<file path="config.mk">
export PLATFORM = sky130hd
export DESIGN_NAME = if_fetch_stage
export DESIGN_NICKNAME = d
export VERILOG_FILES = /design/src/rtl/if_fetch_stage.sv
export SDC_FILE = /design/constraint.sdc
export NUM_CORES = 1
export LEC_CHECK = 0
export CAP_MARGIN = 5
export CORE_MARGIN = 4
export CORE_UTILIZATION = 45
export DETAILED_ROUTE_END_ITERATION = 6
export PLACE_DENSITY = 0.79
export SYNTH_ARGS = -nofsm -noshare
export SYNTH_HDL_FRONTEND = slang
export SYNTH_SLANG_ARGS = --single-unit
</file>
<file path="constraint.sdc">
create_clock -name clk -period 5.97 [get_ports clk]
set_input_delay 0.8955 -clock clk [delete_from_list [all_inputs] [get_ports clk]]
set_output_delay 0.8955 -clock clk [all_outputs]
set_load 0.02 [all_outputs]
</file>
<file path="src/rtl/if_fetch_stage.sv">
// Instruction fetch: one outstanding imem request and a response FIFO feeding the IF/ID register. An empty FIFO is bypassed, so rsp -> IF/ID takes 1 cycle.
// Decode stall holds IF/ID while the FIFO keeps filling; a redirect flushes everything. Optional IF_PERF_CNT_EN adds fetch/squash counters.
module if_fetch_stage #(
  parameter logic [31:0] RESET_PC   = 32'h0000_0000,
  parameter int          FIFO_DEPTH = 2,
  parameter logic [31:0] NOP_INST   = 32'h0000_0013
) (
  input  logic        clk,
  input  logic        rst,
  input  logic        stall,
  input  logic        ex_take_branch,
  input  logic [31:0] ex_target_pc,
  output logic        imem_req_valid,
  output logic [31:0] imem_req_addr,
  input  logic        imem_req_ready,
  input  logic        imem_rsp_valid,
  input  logic [31:0] imem_rsp_data,
  output logic [31:0] if_id_IR,
  output logic [31:0] if_id_PC,
  output logic [31:0] if_id_NPC,
  output logic        if_id_valid_inst
`ifdef IF_PERF_CNT_EN
  ,
  output logic [31:0] perf_fetched,
  output logic [31:0] perf_squashed
`endif
);
  localparam int AW = $clog2(FIFO_DEPTH);
  localparam logic [AW:0] DEPTH_C = (AW + 1)'(FIFO_DEPTH);

  typedef enum logic [1:0] {S_FETCH, S_WAIT, S_SQUASH} state_t;

  state_t        state, state_nxt;
  logic [31:0]   fetch_pc, fetch_pc_nxt;
  logic [31:0]   fifo_ir [FIFO_DEPTH];
  logic [31:0]   fifo_pc [FIFO_DEPTH];
  logic [AW-1:0] rd_ptr, wr_ptr;
  logic [AW:0]   count;
  logic          fifo_empty, accept, rsp_take, bypass, push, pop;
  logic [31:0]   rsp_pc, head_pc;
  logic          unused_tgt_lsb;

  assign unused_tgt_lsb = ^ex_target_pc[1:0];

  // fetch_pc only moves on accept or redirect, so in WAIT it is one word past the outstanding request
  assign rsp_pc     = fetch_pc - 32'd4;
  assign head_pc    = fifo_pc[rd_ptr];
  assign fifo_empty = (count == '0);

  assign imem_req_valid = !rst && (state == S_FETCH) && (count < DEPTH_C) && !ex_take_branch;
  assign imem_req_addr  = fetch_pc;
  assign accept         = imem_req_valid && imem_req_ready;

  assign rsp_take = (state == S_WAIT) && imem_rsp_valid && !ex_take_branch;
  assign bypass   = rsp_take && fifo_empty && !stall;
  assign push     = rsp_take && !bypass;
  assign pop      = !ex_take_branch && !stall && !fifo_empty;

  always_comb begin
    state_nxt    = state;
    fetch_pc_nxt = fetch_pc;
    case (state)
      S_FETCH:  if (accept) state_nxt = S_WAIT;
      S_WAIT: begin
        if (imem_rsp_valid)      state_nxt = S_FETCH;
        else if (ex_take_branch) state_nxt = S_SQUASH;
      end
      S_SQUASH: if (imem_rsp_valid) state_nxt = S_FETCH;
      default:  state_nxt = S_FETCH;
    endcase
    if (ex_take_branch) fetch_pc_nxt = {ex_target_pc[31:2], 2'b00};
    else if (accept)    fetch_pc_nxt = fetch_pc + 32'd4;
  end

  always_ff @(posedge clk) begin
    if (rst) begin
      state    <= S_FETCH;
      fetch_pc <= RESET_PC;
    end else begin
      state    <= state_nxt;
      fetch_pc <= fetch_pc_nxt;
    end
  end

  always_ff @(posedge clk) begin
    if (push) begin
      fifo_ir[wr_ptr] <= imem_rsp_data;
      fifo_pc[wr_ptr] <= rsp_pc;
    end
  end

  always_ff @(posedge clk) begin
    if (rst || ex_take_branch) begin
      rd_ptr <= '0;
      wr_ptr <= '0;
      count  <= '0;
    end else begin
      if (push) wr_ptr <= wr_ptr + 1'b1;
      if (pop)  rd_ptr <= rd_ptr + 1'b1;
      case ({push, pop})
        2'b10:   count <= count + 1'b1;
        2'b01:   count <= count - 1'b1;
        default: count <= count;
      endcase
    end
  end

  // Bubble leaves PC/NPC untouched; only valid and IR define a bubble
  always_ff @(posedge clk) begin
    if (rst) begin
      if_id_IR         <= NOP_INST;
      if_id_PC         <= 32'd0;
      if_id_NPC        <= 32'd4;
      if_id_valid_inst <= 1'b0;
    end else if (ex_take_branch) begin
      if_id_IR         <= NOP_INST;
      if_id_valid_inst <= 1'b0;
    end else if (!stall) begin
      if (!fifo_empty) begin
        if_id_IR         <= fifo_ir[rd_ptr];
        if_id_PC         <= head_pc;
        if_id_NPC        <= head_pc + 32'd4;
        if_id_valid_inst <= 1'b1;
      end else if (bypass) begin
        if_id_IR         <= imem_rsp_data;
        if_id_PC         <= rsp_pc;
        if_id_NPC        <= rsp_pc + 32'd4;
        if_id_valid_inst <= 1'b1;
      end else begin
        if_id_IR         <= NOP_INST;
        if_id_valid_inst <= 1'b0;
      end
    end
  end

`ifdef IF_PERF_CNT_EN
  logic rsp_drop;
  // A response landing in the redirect cycle is dropped rather than pushed and flushed
  assign rsp_drop = imem_rsp_valid && ((state == S_SQUASH) || ((state == S_WAIT) && ex_take_branch));

  always_ff @(posedge clk) begin
    if (rst) begin
      perf_fetched  <= 32'd0;
      perf_squashed <= 32'd0;
    end else begin
      perf_fetched  <= perf_fetched + 32'(rsp_take);
      perf_squashed <= perf_squashed + 32'(rsp_drop) + (ex_take_branch ? 32'(count) : 32'd0);
    end
  end
`endif

endmodule

</file>
* After elaboration in Yosys (flattened, before gate mapping)
Memories as Yosys holds them, arrays and structs flattened. A register that Yosys moved wholly into a read port is not among the register bits. Cells that the tools add are included.
Word-level totals: register bits 135, latch bits 0, bits in writable memories 128, bits in read-only memories 0, input port bits 70, logic and storage cells 77, memories kept 2
Cells by class: $add $sub $neg 8, multipliers 0, div/mod/pow operators 0, magnitude comparators 1, equal/unequal tests 8, shift operators 0, muxes and demuxes 22, bitwise gates (word level) 2, reductions and logical operators 24
Memories:
- fifo_ir | depth 2, bits a word 32, rd ports 1, clocked after memory_dff 1, wr ports 1, RTL line 35 | logic [31:0] fifo_ir [FIFO_DEPTH];
- fifo_pc | depth 2, bits a word 32, rd ports 1, clocked after memory_dff 1, wr ports 1, RTL line 36 | logic [31:0] fifo_pc [FIFO_DEPTH];
Operators by type and width (count):
- 32-bit 2-to-1 mux | 8
- 32-bit by 3-bit adder with 32-bit output, second input constant | 3
- 32-bit by 3-bit subtractor with 32-bit output, second input constant | 1
- 1-bit logical AND | 11
- 1-bit 2-to-1 mux | 8
- 2-bit 2-to-1 mux | 4
- 2-bit one-hot mux with 3 select lines | 1
- 3-bit AND reduction | 2
- 1-bit zero test | 5
- 2-bit by 1-bit == test with 1-bit output, second input constant | 2
- 2-bit == test, second input constant | 2
- 2-bit zero test | 2
- 2-bit inequality test, second input constant | 2
- 2-bit one-hot mux with 2 select lines | 1
- 2-bit nonzero test | 2
- 3-bit inequality test, second input constant | 1
- 1-bit adder, second input constant | 2
- 2-bit by 1-bit adder with 2-bit output, second input constant | 1
- 2-bit less-than comparator, second input constant | 1
- 2-bit by 1-bit inequality test with 1-bit output, second input constant | 1
- 1-bit inverter | 2
- 2-bit OR reduction | 1
- 2-bit by 1-bit subtractor with 2-bit output, second input constant | 1
- 1-bit logical OR | 1

* Longest topological paths before layout
Gate-level depths: netlist (run 1).
depth in word-level cells 9, mapped depth 12

* Worst setup path before layout (run 1)
Ideal clock, no wire load.
path type register -> register, start reg count[0], end mem fifo_ir[0][0], enable pin, arrival 4253 ps, data required time 5488 ps, path slack 1234 ps, stages on the path, launching flop included 7, cell sequence dfxtp_1 or2_2 clkbuf_1 clkbuf_1 clkbuf_1 o21ai_0 nor2_1
Between the ends: word-level cells in the longest chain between the ends 7
RTL lines:
- start, declared | RTL line 38 | logic [AW:0] count;
- start signal, assigned | RTL line 101 | 2'b10: count <= count + 1'b1;
- start signal, assigned | RTL line 102 | 2'b01: count <= count - 1'b1;
- start signal, assigned | RTL line 103 | default: count <= count;
- 2-bit zero test | RTL line 48 | assign fifo_empty = (count == '0);
- 1-bit logical AND (2 in a row) | RTL line 55 | assign bypass = rsp_take && fifo_empty && !stall;
- 1-bit zero test | RTL line 56 | assign push = rsp_take && !bypass;
- 1-bit logical AND | RTL line 56
- 1-bit 2-to-1 mux | RTL line 86 | if (push) begin
- 1-bit 2-to-1 mux (implied by the code) | RTL line 87 | fifo_ir[wr_ptr] <= imem_rsp_data;
- end, declared | RTL line 35
No other way between the ends.

* Worst setup path in the final report (run 1)
start reg fetch_pc[2], in the netlist imem_req_addr[2], end reg if_id_NPC[30]
Between the ends: word-level cells in the longest chain between the ends 4
RTL lines:
- start, declared | RTL line 34 | logic [31:0] fetch_pc, fetch_pc_nxt;
- start signal, assigned | RTL line 81 | fetch_pc <= fetch_pc_nxt;
- 32-bit by 3-bit subtractor with 32-bit output | RTL line 46 | assign rsp_pc = fetch_pc - 32'd4;
- 32-bit by 3-bit adder with 32-bit output | RTL line 127 | if_id_NPC <= rsp_pc + 32'd4;
- 32-bit 2-to-1 mux | RTL line 124 | end else if (bypass) begin
- 32-bit 2-to-1 mux | RTL line 119 | if (!fifo_empty) begin
- end signal, assigned | RTL line 122 | if_id_NPC <= head_pc + 32'd4;
- end signal, assigned | RTL line 127
- end, declared | RTL line 20 | output logic [31:0] if_id_NPC,
No other way between the ends. The select of a mux whose other input is x is not followed. A chain may end at the register's enable or synchronous reset.

==> results.toml, run 1 <==
[clock_tree]
clk_pin_slew_ns = 0.06
cts_tree = "yes"
clockBufferDepth = 3
clk_latency_ns = 0.53
htreeDepth = 1
numCtsBuffers = 26
cts.sink_count = 254
hold_buffers = 0
clockRootBuffer = "clkbuf_16"
ctsResizeCount = 0
post_cts_buffers = 0

[timing]
fin_crit_ns = 4.13
slew_headroom_pct = 36.2
fin_skew_ns = 0.0184
tns_ns = 0
setup_viol = 0
min_period_over_period_pct = 69.2
finalHoldViolations = 0
max_clock_freq_ghz = 0.242
slew_violations = 0
tightest_slew_ns = 0.947
rsz0062_at_grt = "false"

[worst_setup_path]
crit_fanout = 11
path_cells = "or4_1 -> or4_4 -> a31o_2 -> nor4b_2 -> nand3_1 -> or4_4 -> or4_1 -> a31oi_1"
regToRegStartpoint = "imem_req_addr[2]$_SDFFE_PP0P_"
reg2reg_to = "if_id_NPC[30]$_SDFFE_PP0P_"
end_kind = "flip-flop"
path_class = "reg -> reg"
cp-start-kind = "flip-flop"
cp.required_ns = 6.43
worst_ep_arrival_time_ns = 4.58
cpMaxStageDelayCell = "or4_1"
reg2reg_depth = 8
critPathMaxStageDelay_ns = 0.70
rrSetupSlack_ns = 1.84

[drt]
route.vias.total = 9587
ant_nets = 0
drtIter0Drc = 811
drt-total-wl_mm = 30.6
routedWlPerCell_um = 17.9
drc = 0
dr.pass1.iters = 5
via_per_inst = 5.61

[global_route]
first_global_vias = 9161
antenna_found_initial = 0
use_met1_pct = 29.2
use_met3_pct = 3.67
grt_pass1_wl_mm = 48.4
met2_usage_pct = 32.7
overflow = 0
grt-busiest-layer = "met2"
grt_max_degree = 81
track_usage_pct = 20.6

[yosys]
synth.area.top_cells = "edfxtp_1, dfxtp_1, nor2_1"
synthArstFlopShare_pct = 0
avgSynthCellArea_um2 = 9.62
synth_area_mm2 = 0.0117
yosys_register_bits = 254
yosysUniqueCellTypes = 59
ys_warn_count = 0
synth_largest_area_cell = "edfxtp_1"
synth_top_area_share_pct = 31.9
ys.flop_type = "dfxtp_1"
synth_edf_count = 124
synth_seq_area_share_pct = 54.2
synthCells = 1213

[die]
start_util_pct = 46.1
design.portCount = 200
dieArea_mm2 = 0.0286
rows = 58
core_area_mm2 = 0.0253
die_y_um = 169
die_width_um = 169

[final_layout]
final_cell_mix = "clkdlybuf4s50_1, nor2_1, dfxtp_1"
diodes = 0
multi_input_area_mm2 = 0.00496
seq_area_mm2 = 0.00633
layout-drive-gt1-share_pct = 6.31
fillCellCount = 2187
final_util_pct = 57.7
layout_commonest_cell = "clkdlybuf4s50_1"
syn_to_final_growth_pct = 25.2
fin_cells = 1709
nNetsFinal = 1434

[power_and_ir_drop]
power.switching_uw = 925
power_uw = 3860
clkPwrFrac_pct = 41.3
seq_power_share_pct = 48.9
p_int_uw = 2930
p_leak_uw = 0.00476
p_comb_share_pct = 9.7
p_sw_share_pct = 24.0
ir_worst_vdd_mv = 0.217
pwr_density_cell_mw_per_mm2 = 264

[hold_path]
whs_endpoint = "if_id_PC[24]$_SDFFE_PP0P_"
holdPathStages = 2
min_from = "if_id_PC[24]$_SDFFE_PP0P_"
hp-class = "reg -> reg"

[placed_design]
post-dp-hpwl_mm = 20.7
globalplace.congestion = 0.817
place_inst = 1662
io_buffers = 191

[run]
drv_cap = 0

[outcome]
status = "finished clean"
==> power groups by stage <==
stage | clock network, uW | registers, uW | logic (uW)
floorplan | 0 | 1920 | 222
global placement | 0 | 1920 | 359
detailed placement | 0 | 1920 | 369
CTS | 1630 | 1890 | 372
global route | 1700 | 1890 | 410
finish | 1600 | 1890 | 376
==> worst max path at each step <==
stage                              startpoint                    endpoint  slack [ns]
3_5_place_dp    imem_req_addr[2]$_SDFFE_PP0P_  if_id_NPC[28]$_SDFFE_PP0P_        1.90
5_1_grt        imem_req_addr[14]$_SDFFE_PP0P_  if_id_NPC[25]$_SDFFE_PP0P_        1.36
3_3_place_gp    imem_req_addr[2]$_SDFFE_PP0P_  if_id_NPC[28]$_SDFFE_PP0P_        1.97
4_1_cts         imem_req_addr[2]$_SDFFE_PP0P_  if_id_NPC[28]$_SDFFE_PP0P_        1.88
6_report        imem_req_addr[2]$_SDFFE_PP0P_  if_id_NPC[30]$_SDFFE_PP0P_        1.84
2_1_floorplan           count[0]$_SDFFE_PP0P_     fifo_ir[0][0]$_DFFE_PP_        1.23
==> state kept, by name, indices dropped and copies added, names as in the netlist, named ones only <==
signal,cells
if_id_IR,32
rd_ptr,1
state,2
if_id_valid_inst,1
fifo_ir,64
imem_req_addr,30
if_id_NPC,30
count,2
fifo_pc,60
wr_ptr,1
if_id_PC,30
==> Yosys cell counts, types with 16 or more instances <==
cell,n
nor2_1,174
dfxtp_1,130
a21oi_1,127
edfxtp_1,124
nand2_1,118
clkbuf_1,67
mux2i_1,51
o21ai_0,48
a211oi_1,28
xnor2_1,25
nor3_1,24
nand3_1,23
a31oi_1,22
nor2b_1,21
buf_1,16
==> cell families (layout without fill, tap and decap cells) <==
group | Yosys count | count (layout) | share of synthesized area [%]
muxes | 57 | 57 | 4.95
adders and majority gates | 4 | 4 | 0.429
AOI/OAI and AO/OA | 288 | 288 | 15.0
and+or+nand+nor | 469 | 469 | 19.0
buffers and inverters | 106 | 267 | 3.75
DFF | 254 | 254 | 54.2
xor gates and xnor gates | 34 | 34 | 2.55
other | 1 | 6 | 0.0321
==> area by class of cell <==
type / count / share of cell area, %
sequential: 254 / 43.3
multi-input combinational: 858 / 34.0
timing repair buffer: 207 / 13.8
clock buffer: 37 / 5.23
tap: 330 / 2.83
clock inverter: 10 / 0.505
inverter: 13 / 0.334
==> worst max-delay path: cells and delay by family, from the launching register on <==
kind / cells / cell delay [ns]
simple gates: 6 / 3.18
flops: 1 / 0.41
compound gates: 2 / 0.46
==> layer usage <==
metal | vias to the layer above | wire, um
li1 | 4687 | -
met3 | 62 | 2510
met1 | 4432 | 13600
met5 | - | 0
met2 | 406 | 13700
met4 | 0 | 789
==> through the flow <==
| stage | hold WS, ns | worst slack (ns) | area, um^2 |
|---|---|---|---|
| after floorplan | 0.440 | 1.23 | 11700 |
| after global placement | 0.443 | 1.97 | 13800 |
| after detailed placement | 0.447 | 1.90 | 13800 |
| after CTS | 0.455 | 1.88 | 14600 |
| after global routing | 0.475 | 1.36 | 14600 |
| final | 0.454 | 1.84 | 14600 |
No activity file was read; power rests on OpenSTA's default activity.
==> inputs of run 2 (changes only) <==
PLACE_DENSITY = 0.81   (was 0.79)
clock period = 3.45 ns   (was 5.97 ns; I/O delays follow)
==> run 2 against run 1 <==
Against the previous run:
- highest routed layer unchanged
- clock skew down 0.0099 ns
- clock-buffer cell count decreased by 7
- hold slack got worse by 0.029 ns
- die area unchanged
- largest power group unchanged
- sequential power up 71%
- worst setup slack got worse by 1.8 ns
- global-route usage grew 0.63 points
- critical path depth is the same
- clock power is 92% higher
- combinational power increased by 110%
- the run now ends with design-rule violations left
==> results.toml, run 2 (same netlist as run 1, synthesis figures left out) <==
[final_layout]
diodes = 0
reg_top3 = "fifo_ir (64), fifo_pc (60), if_id_IR (32)"
nNetsFinal = 1503
top_register = "fifo_ir"
final_cell_mix = "clkdlybuf4s50_1, nor2_1, a21oi_1"
final_util_pct = 61.0
fillCellCount = 1987
layout_commonest_cell = "clkdlybuf4s50_1"
syn_to_final_growth_pct = 32.5
fin_cells = 1779
layout-drive-gt1-share_pct = 12.4
largest_register_ffs = 64

[global_route]
use_met1_pct = 30.2
overflow = 0
use_met3_pct = 3.62
track_usage_pct = 21.3
antenna_found_initial = 0
grt_pass1_wl_mm = 50.2
grt-busiest-layer = "met2"
first_global_vias = 9499
met2_usage_pct = 34.0
grt_max_degree = 69

[clock_tree]
numCtsBuffers = 26
htreeDepth = 1
clk_latency_ns = 0.52
cts_tree = "yes"
clk_pin_slew_ns = 0.07
cts.sink_count = 254
clockBufferDepth = 3
clockRootBuffer = "clkbuf_16"

[die]
die_y_um = 169
design.portCount = 200
dieArea_mm2 = 0.0286
die_width_um = 169
rows = 58
start_util_pct = 46.1
core_area_mm2 = 0.0253

[worst_setup_path]
cp-start-kind = "flip-flop"
cp.required_ns = 3.90
reg2reg_depth = 8
crit_fanout = 5
worst_ep_arrival_time_ns = 3.88
critPathMaxStageDelay_ns = 0.56
end_kind = "flip-flop"
path_cells = "or4_4 -> or4_4 -> or4_4 -> a31oi_4 -> nand2_2 -> or4_4 -> or4_1 -> a31oi_1"
reg2reg_to = "if_id_NPC[28]$_SDFFE_PP0P_"
cp-startpoint = "imem_req_addr[9]$_SDFFE_PP0P_"
path_class = "reg -> reg"
endpoint = "if_id_NPC[28]$_SDFFE_PP0P_"
crit_top_cell = "or4_4"
cpMaxStageDelayCell = "or4_4"
regToRegStartpoint = "imem_req_addr[9]$_SDFFE_PP0P_"
rrSetupSlack_ns = 0.02

[run]
drv_cap = 0

[timing]
setup_viol = 0
tns_ns = 0
fin_crit_ns = 3.43
slew_headroom_pct = 39.3
tightest_slew_ns = 0.902
max_clock_freq_ghz = 0.292
rsz0062_at_grt = "true"
fin_skew_ns = 0.00852
fin_ws_ns = 0.0204
hold_slack_ns = 0.425
slew_violations = 0
min_period_over_period_pct = 99.4
finalHoldViolations = 0

[drt]
drc = 2
drtIter0Drc = 867
ant_nets = 0
dr.pass1.iters = 7
drt-total-wl_mm = 31.8
via_per_inst = 5.63
routedWlPerCell_um = 17.9
route.vias.total = 10018

[power_and_ir_drop]
pwr_density_cell_mw_per_mm2 = 460
ir_worst_vdd_mv = 0.353
p_leak_uw = 0.00521

[outcome]
violations = "design-rule violations"
status = "finished, violations left"

[hold_path]
min_from = "stall"
hp-class = "in -> reg"

[placed_design]
place_ws_ns = -0.00602
globalplace.congestion = 0.836
place_inst = 1725
io_buffers = 191
post-dp-hpwl_mm = 21.9
==> run 2: cell types whose count changed in the layout (fill, tap and decap cells not counted), moves of 4 or more <==
cell	before	now
a31oi_4	1	5
buf_4	16	79
clkbuf_1	6	2
buf_12	0	6
a31oi_1	22	15
bufinv_16	1	6
==> run 2: power breakdown <==
group | internal, uW | switching [uW] | leakage (uW)
registers | 3200 | 25.5 | 0.00217
logic | 345 | 453 | 0.00259
clock network | 1910 | 1180 | 0.000455
total | 5450 | 1660 | 0.00521
==> run 2: cell type report <==
class                           count  area, um^2  share of cell area (%)
Sequential cell                   254        6340                    41.0
Multi-Input combinational cell    858        5090                    32.9
Timing Repair Buffer              276        2610                    16.9
Clock buffer                       30         697                    4.51
Tap cell                          330         413                    2.67
Clock inverter                     18         259                    1.68
Inverter                           13        48.8                   0.316
==> run 2: how the worst min path moves through the flow <==
stage | end | cells past startpoint | slack [ns]
after global placement | if_id_PC[21]$_SDFFE_PP0P_ | 2 | 0.44
after CTS | if_id_IR[1]$_SDFFE_PP1N_ | 3 | 0.40
after global routing | if_id_IR[4]$_SDFFE_PP1N_ | 2 | 0.43
final | if_id_IR[1]$_SDFFE_PP1N_ | 3 | 0.43
after detailed placement | if_id_PC[24]$_SDFFE_PP0P_ | 2 | 0.45
after floorplan | state[0]$_SDFFE_PP0P_ | 1 | 0.44
==> run 2: what timing repair did <==
item / in CTS / in global routing
buffers inserted: 0 / 6
pin swaps: 1 / 3
endpoints found under the hold margin: 0 / 0
hold buffers: 0 / 0
endpoints found under the setup margin: 2 / 7
resized for setup: 4 / 12
==> run 2: per-stage QoR <==
stage	power [uW]	cell area, um^2
after CTS	7130	15300
after detailed placement	4040	14300
after global routing	7350	15500
after floorplan	3720	11700
after global placement	4020	14300
final	7110	15500
==> run 2: layer usage <==
layer / vias up / wire, um
li1: 4827 / -
met1: 4730 / 13800
met2: 412 / 14900
met3: 49 / 2410
met4: 0 / 682
met5: - / 0
==> run 2: worst max-delay path: cells and delay by family (launching register included) <==
kind             cells  cell delay (ns)
AO/OA/AOI/OAI        2             0.33
flip-flops           1             0.31
AND/OR/NAND/NOR      6             2.71
